--- config.mk ---
export PLATFORM = sky130hd
export DESIGN_NAME = debounce_multi
export DESIGN_NICKNAME = d
export VERILOG_FILES = /design/src/rtl/debounce_multi.sv
export SDC_FILE = /design/constraint.sdc
export NUM_CORES = 1
export LEC_CHECK = 0
export BUFFER_PORTS_ARGS = -buffer_cell sky130_fd_sc_hd__buf_2
export CAP_MARGIN = 20
export CORE_ASPECT_RATIO = 1.1
export CORE_MARGIN = 3
export CORE_UTILIZATION = 30
export DETAILED_ROUTE_END_ITERATION = 10
export GPL_TIMING_DRIVEN = 0
export PLACE_DENSITY_LB_ADDON = 0.1
export SLEW_MARGIN = 20
export SYNTH_ARGS = -nofsm -noshare
export SYNTH_HDL_FRONTEND = slang
export SYNTH_SLANG_ARGS = --single-unit
--- constraint.sdc ---
create_clock -name Clk -period 2.65 [get_ports Clk]
set_input_delay 0.1325 -clock Clk [delete_from_list [all_inputs] [get_ports Clk]]
set_output_delay 0.1325 -clock Clk [all_outputs]
set_load 0.02 [all_outputs]
--- src/rtl/debounce_multi.sv ---
// debounce_multi: per-channel synchronised input debouncer with press/release pulses
// and optional hold-to-repeat pulses, all channels independent in one clock domain.
module debounce_multi #(
    parameter int CHANNELS      = 4,
    parameter int CNT_WIDTH     = 19,
    parameter int INVERT        = 0,
    parameter int REPEAT_EN     = 1,
    parameter int HOLD_DELAY    = 25000000,
    parameter int REPEAT_PERIOD = 5000000
) (
    input  logic                Clk,
    input  logic                Reset,
    input  logic [CHANNELS-1:0] Input,
    output logic [CHANNELS-1:0] State,
    output logic [CHANNELS-1:0] Press,
    output logic [CHANNELS-1:0] Release,
    output logic [CHANNELS-1:0] Repeat,
    output logic                AnyPress
);
    localparam logic [CHANNELS-1:0] INV_MASK = (INVERT != 0) ? '1 : '0;
    localparam int HOLD_MAX = (HOLD_DELAY > REPEAT_PERIOD) ? HOLD_DELAY : REPEAT_PERIOD;
    localparam int HW = $clog2(HOLD_MAX);

    logic [CHANNELS-1:0] sync0, sync1;

    always_ff @(posedge Clk) begin
        if (Reset) begin
            sync0 <= '0;
            sync1 <= '0;
        end else begin
            sync0 <= Input ^ INV_MASK;
            sync1 <= sync0;
        end
    end

    for (genvar g = 0; g < CHANNELS; g++) begin : g_ch
        logic [CNT_WIDTH-1:0] cnt;
        logic st, pr, rl, rp, flip;
        // the level flips only after a full window of uninterrupted mismatches
        assign flip = (sync1[g] != st) && (&cnt);
        always_ff @(posedge Clk) begin
            if (Reset) begin
                cnt <= '0;
                st  <= 1'b0;
                pr  <= 1'b0;
                rl  <= 1'b0;
            end else begin
                cnt <= (sync1[g] == st || (&cnt)) ? '0 : cnt + 1'b1;
                st  <= st ^ flip;
                pr  <= flip & ~st;
                rl  <= flip & st;
            end
        end
        if (REPEAT_EN != 0) begin : g_hold
            typedef enum logic [1:0] {IDLE, WAIT, REPEATING} hold_t;
            hold_t hs, hs_n;
            logic [HW-1:0] hc, hc_n;
            logic rp_n, rise, fall;
            assign rise = flip & ~st;
            assign fall = flip & st;
            always_ff @(posedge Clk) begin
                if (Reset) begin
                    hs <= IDLE;
                    hc <= '0;
                    rp <= 1'b0;
                end else begin
                    hs <= hs_n;
                    hc <= hc_n;
                    rp <= rp_n;
                end
            end
            always_comb begin
                hs_n = hs;
                hc_n = hc + 1'b1;
                rp_n = 1'b0;
                case (hs)
                    IDLE: begin
                        hc_n = '0;
                        hs_n = rise ? WAIT : IDLE;
                    end
                    WAIT: if (hc == HW'(HOLD_DELAY - 1)) begin
                        rp_n = 1'b1;
                        hs_n = REPEATING;
                        hc_n = '0;
                    end
                    REPEATING: if (hc == HW'(REPEAT_PERIOD - 1)) begin
                        rp_n = 1'b1;
                        hc_n = '0;
                    end
                    default: hs_n = IDLE;
                endcase
                // a release on the same edge cancels any repeat due then
                if (fall) begin
                    hs_n = IDLE;
                    hc_n = '0;
                    rp_n = 1'b0;
                end
            end
        end else begin : g_norep
            assign rp = 1'b0;
        end
        assign State[g]   = st;
        assign Press[g]   = pr;
        assign Release[g] = rl;
        assign Repeat[g]  = rp;
    end

    assign AnyPress = |Press;
endmodule

==> run metrics, run 1 <==
status=finished, final reports clean; chip height=190 microns; Port Buffers=21; area of the core=30000 sq um; fin crit period=2380 ps; layout cells sized above 1=0.0886; total track usage=0.114; Min-Delay Path Class=input port to flip-flop; root buf cell=clkbuf_16; Mapped Cells=1049; vias in the first global route=6659; Post-synth EDFFs=0; DRC viols=0; Min-Delay Startpoint=Reset; Worst setup SP type=flip-flop; CTS Sinks=about 210; final-report setup violation count=0; number of DRC markers in iteration 0=~270; dpl hpwl=13.0 mm; Fillers=3114; Fin. Hold Viols=0; CTS tree=built; num ports=23; Internal=roughly 5.2 mW; top cells by count, synth=218 x nor2_1, 208 x dfxtp_1, 89 x xor2_1; clock power share=0.510; WP data required=3050 ps; CTS Buffer Depth=3; Worst setup EP type=flip-flop; Core Rows=66; syn_nets=1079; die footprint=approximately 33000 sq um; clock skew=roughly 16 ps; most common cell in the netlist=nor2_1; Yosys top cell by area=dfxtp_1; post-route ant nets=0; post-synth top area share=0.451; sw frac=0.204; diode count=0; clock slew at reported path FFs=about 60 ps; CP arrival=2780 ps; post-synthesis register bit count=around 210; f_max=~0.42 GHz; switching pwr=1.33 mW; hold_ws=between 300 and 400 ps; Max Fanout on Critical Path=10; Synth area leaders=dfxtp_1 45%, nor2_1 8.9%, xor2_1 8.4%; worst slack at placement=-26.6 ps; Routed WL=18.7 mm; Initial Utilization=0.308; Hold Path Cell Cnt=3; cell area after layout=10700 sq um; Worst R2R Path Depth=7; largest net degree at the start of global routing=13; placed cell area=9860 sq um; library cells used by synthesis=49; Flop pwr share=0.483; routed len/inst=roughly 12 microns; Lkg Pwr=about 3.5 nW; Yosys warnings=0; Comb pwr share=0.007; Placer Congestion=~0.73; syn avg cell area=between 8 and 9 sq um; Clock Latency Late Sink=520 ps; H-tree Lvls=1; Post-synth ARST share=0; reg-to-reg critical path endpoint=g_ch[2].cnt[18]; crit path kind=flip-flop to flip-flop; final slew viol count=0; first-pass GRT wire length=32.1 mm; Inserted Clock Buffers=25; Die W=173 microns; area grow syn2layout=16.0%; initial antenna violation count=1; Post-Syn Area=9240 sq um; pwr/cell area=just over 600 nW/um^2; MaxCap Viol Count=0; Worst Hold Endpoint=g_ch[1].cnt[1]; total power=6.50 mW; Slew HR=0.260; final core occ=0.358; RSZ-0062 raised after global routing=false; Reg-to-Reg Start=g_ch[2].cnt[0]; via count=6836; FF-to-FF setup slack=270 ps; vias per cell=approximately 4.5; Worst-Margin Slew=1100 ps; Synth Flop Type=dfxtp_1; post-route clock period utilization=0.898; maximum vdd ir drop=0.471 mV; NumNets Final=about 1100; Detailed Routing Iterations Pass 1=4; gr ovfl total=0; post-synthesis sequential area ratio=0.451; Final WS setup=270 ps
-- critical path: stages, from the launching register on --
cell     delay, ps
dfxtp_1        370
ha_1           200
nand3_1        240
nor4_4         530
nand2_1        250
nand2_1        320
buf_2          280
nor2_1          70
-- cells by family (layout without fill, tap and decap cells) --
group                      Yosys count  after routing  share of synthesized area
muxes                                2              2                    0.00217
and+or+nand+nor                    549            549                      0.296
AOI/OAI and AO/OA                   39             39                     0.0292
xor gates and xnor gates           158            158                      0.150
adders and majority gates           24             24                     0.0325
DFF                                208            208                      0.451
buffers and inverters               69            137                     0.0397
-- cells in the final DEF, fill, tap and decap left out, types with 7 or more instances in the layout --
cell type and n:
and4_1 14, xor2_1 89, and2_1 10, and3_1 24
clkbuf_16 25, nor2_1 218, nand2_1 65, ha_1 24
clkbuf_1 16, a21oi_1 16, buf_2 26, nand3_1 62
clkbuf_8 7, buf_4 19, nor2b_1 13, dfxtp_1 208
inv_1 31, nand4_1 53, nor4_1 13, nand2b_1 7
nor3_1 30, or4_1 8, xnor2_1 69
-- state kept, by name (all words and copies together) (netlist names), named ones only --
| signal | flops |
|---|---|
| g_ch.rp | 4 |
| g_ch.rl | 4 |
| g_ch.g_hold.hc | 100 |
| g_ch.g_hold.hs | 8 |
| g_ch.pr | 4 |
| sync1 | 4 |
| sync0 | 4 |
| g_ch.cnt | 76 |
-- layout make-up --
cell class | count | area (sq um) | share of cell area
Buffer | 38 | 250 | 0.0233
Clock buffer | 39 | 748 | 0.0698
Clock inverter | 4 | 52.6 | 0.00490
Inverter | 31 | 116 | 0.0109
Multi-Input combinational cell | 772 | 4730 | 0.441
Sequential cell | 208 | 4160 | 0.389
Tap cell | 408 | 510 | 0.0476
Timing Repair Buffer | 25 | 145 | 0.0135
-- per-layer routing --
layer	share of wire	GRT usage	routed length, microns
met2	0.44	0.184	8170
met5	0	0	0
met4	0.016	0.0306	304
met3	0.036	0.0208	664
met1	0.51	0.156	9550
-- through the flow --
stage,std cells,TNS [ps]
2_1_floorplan,1049,0
3_3_place_gp,1478,-344
3_5_place_dp,1478,-187
4_1_cts,1525,0
5_1_grt,1525,0
6_report,1525,0
-- power by group through the flow --
stage	Sequential, mW	Combinational, mW	Clock [mW]
2_1_floorplan	3.21	0.0271	0
3_3_place_gp	3.21	0.0447	0
3_5_place_dp	3.21	0.0448	0
4_1_cts	3.14	0.0493	3.45
5_1_grt	3.14	0.0537	3.55
6_report	3.14	0.0469	3.32
-- worst max path at each step --
stage / start / endpoint / cells after the start
6_report: g_ch[2].cnt[0] / g_ch[2].cnt[18] / 7
5_1_grt: g_ch[1].cnt[0] / g_ch[1].cnt[15] / 7
4_1_cts: g_ch[2].cnt[0] / g_ch[2].cnt[18] / 7
3_5_place_dp: g_ch[0].cnt[0] / g_ch[0].cnt[13] / 7
3_3_place_gp: g_ch[0].cnt[0] / g_ch[0].cnt[13] / 7
2_1_floorplan: g_ch[0].cnt[0] / g_ch[0].g_hold.hc[16] / 7
-- timing repair --
item | 4_1_cts | 5_1_grt
endpoints found under the setup margin | 10 | 28
hold buffers | 4 | 0
hold endpoints to repair | 4 | 0
resized for setup | 1 | 1
setup buffers | 0 | 0
(Power assumes the default switching activity.)
==> run 2, diff against run 1 <==
Settings changed: CORE_UTILIZATION 30 to 50, PLACE_DENSITY set to 0.66, PLACE_DENSITY_LB_ADDON 0.1 to not set.
==> run 2 against run 1 <==
Net effect: final cell count is 11% lower; die area fell by 39%; power fell by 0.31%; critical path type unchanged; largest power group unchanged; highest routed layer unchanged.
==> run metrics, run 2 (same netlist as run 1, synthesis figures left out) <==
setup bufs post-CTS=0; maximum vdd ir drop=around 0.47 mV; Die W=136 microns; Non-Filler Instances=1352; clock skew=13.0 ps; pwr/cell area=618 nW/um^2; Worst setup EP type=flip-flop; num ports=23; Top Metal Used=met4; Initial Utilization=0.515; WP data required=3040 ps; Port Buffers=21; die footprint=between 20000 and 25000 sq um; diode count=0; fin crit period=2290 ps; Clock Latency Late Sink=510 ps; area of the core=between 15000 and 20000 sq um; initial antenna violation count=0; Min-Delay Path Class=input port to flip-flop; Post-Route M1 WL=8.38 mm; Lkg Pwr=3.49 nW; Max Fanout on Critical Path=10; Hold Path Cell Cnt=3; vias in the first global route=between 6000 and 7000; FF-to-FF setup slack=360 ps; Min-Delay Startpoint=Reset; chip height=149 microns; most frequent cells in the layout=218 x nor2_1, 208 x dfxtp_1, 89 x xor2_1; dpl hpwl=11.5 mm; routed len/inst=roughly 12 microns; Met2 Routed Length=approximately 7.4 mm; post-route ant nets=0; Worst setup SP type=flip-flop; first-pass GRT wire length=29.2 mm; root buf cell=clkbuf_16; vias per cell=5.12; gr ovfl total=0; Largest regs=g_ch.g_hold.hc: 100 flops, g_ch.cnt: 76 flops, g_ch.g_hold.hs: 8 flops; Slew HR=0.358; CTS Sinks=between 200 and 250; status=finished, final reports clean; clock slew at reported path FFs=60 ps; Inserted Clock Buffers=23; final slew viol count=0; Placed Cells incl. Taps=approximately 1300; Reg-to-Reg Start=g_ch[2].cnt[0]; most used cell, CP=nand2_1; Placer Congestion=0.783; number of DRC markers in iteration 0=between 300 and 400; routed wl met3=~540 microns; CP arrival=2680 ps; final core occ=0.585; crit path cell chain=ha_1, nand3_1, nor4_4, nand2_1, nand2_1, buf_2, nor2_1; f_max=0.437 GHz; post-route clock period utilization=0.864; total track usage=0.168; Routed WL=16.6 mm; setup TNS=0 ps; Detailed Routing Iterations Pass 1=4; Reg with most FFs=g_ch.g_hold.hc; H-tree Lvls=1; largest net degree at the start of global routing=15; NumNets Final=1129; CTS Buffer Depth=3; layout cells sized above 1=0.0898; Fin. Hold Viols=0; MaxCap Viol Count=0; CTS tree=built; RSZ-0062 raised after global routing=false; most common cell after layout, fill and taps aside=nor2_1; area grow syn2layout=13.6%; CP max stage cell=nor4_4; DRC viols=0; Worst Hold Endpoint=g_ch[1].cnt[1]; Core Rows=51; Worst R2R Path Depth=7; final-report setup violation count=0; max incr delay on CP=490 ps; crit path kind=flip-flop to flip-flop; Worst-Margin Slew=956 ps; max FFs per register=100; reg-to-reg critical path endpoint=g_ch[2].cnt[12]; via count=6927
-- run 2: cell count changes in the layout (fill, tap and decap cells not counted), sizes merged --
cell      previous run  this run
inv                 32        33
bufinv               1         3
clkbuf              48        40
clkinvlp             0         2
-- run 2: area by class of cell --
class / count / area, sq um
flip-flops and latches: 208 / 4160
multi-input cells: 772 / 4720
inverters: 31 / 116
well taps: 238 / 298
fillers: 1638 / 7430
clock buffers: 31 / 666
plain buffers: 38 / 250
clock inverters: 9 / 133
repair buffers: 25 / 145
-- run 2: metal layers --
layer / vias up / GRT usage
met2: 50 / 0.274
met4: 0 / 0.0388
met3: 23 / 0.0308
li1: 3651 / -
met1: 3203 / 0.232
met5: - / 0
-- run 2: worst max path at each step --
| stage | start | end | slack, ps | cells past startpoint |
|---|---|---|---|---|
| after floorplan | g_ch[0].cnt[0] | g_ch[0].g_hold.hc[16] | 620 | 7 |
| after global placement | g_ch[0].cnt[0] | g_ch[0].cnt[8] | 50 | 7 |
| after detailed placement | g_ch[0].cnt[0] | g_ch[0].cnt[13] | 50 | 7 |
| after CTS | g_ch[0].cnt[0] | g_ch[0].cnt[13] | 20 | 7 |
| after global routing | g_ch[1].g_hold.hc[0] | g_ch[1].g_hold.hc[16] | 60 | 8 |
| final | g_ch[2].cnt[0] | g_ch[2].cnt[12] | 360 | 7 |
-- run 2: critical path: cells and delay by family, from the launching register on --
family	cells	cell delay, ps
buffers and inverters	1	280
adder cells (fa/ha/maj)	1	200
flip-flops	1	370
AND/OR/NAND/NOR	5	1330
-- run 2: what timing repair did --
item,in CTS,in global routing
hold buffers,4,0
resized for setup,0,2
hold endpoints to repair,4,0
setup endpoints to repair,0,40
-- run 2: power breakdown --
part | internal, mW | switching (mW) | total (mW)
clock network | 2.05 | 1.25 | 3.30
logic | 0.0165 | 0.0298 | 0.0463
registers | 3.13 | 0.00450 | 3.14
total | 5.20 | 1.28 | 6.48
-- run 2: stage by stage --
step	area [sq um]	total power, mW	worst slack (ps)	hold WS (ps)
global placement	9640	3.25	51.1	375
global route	10500	6.72	63.9	361
CTS	10500	6.59	15.4	325
finish	10500	6.48	359	326
floorplan	9240	3.23	624	261
detailed placement	9640	3.25	50.2	376
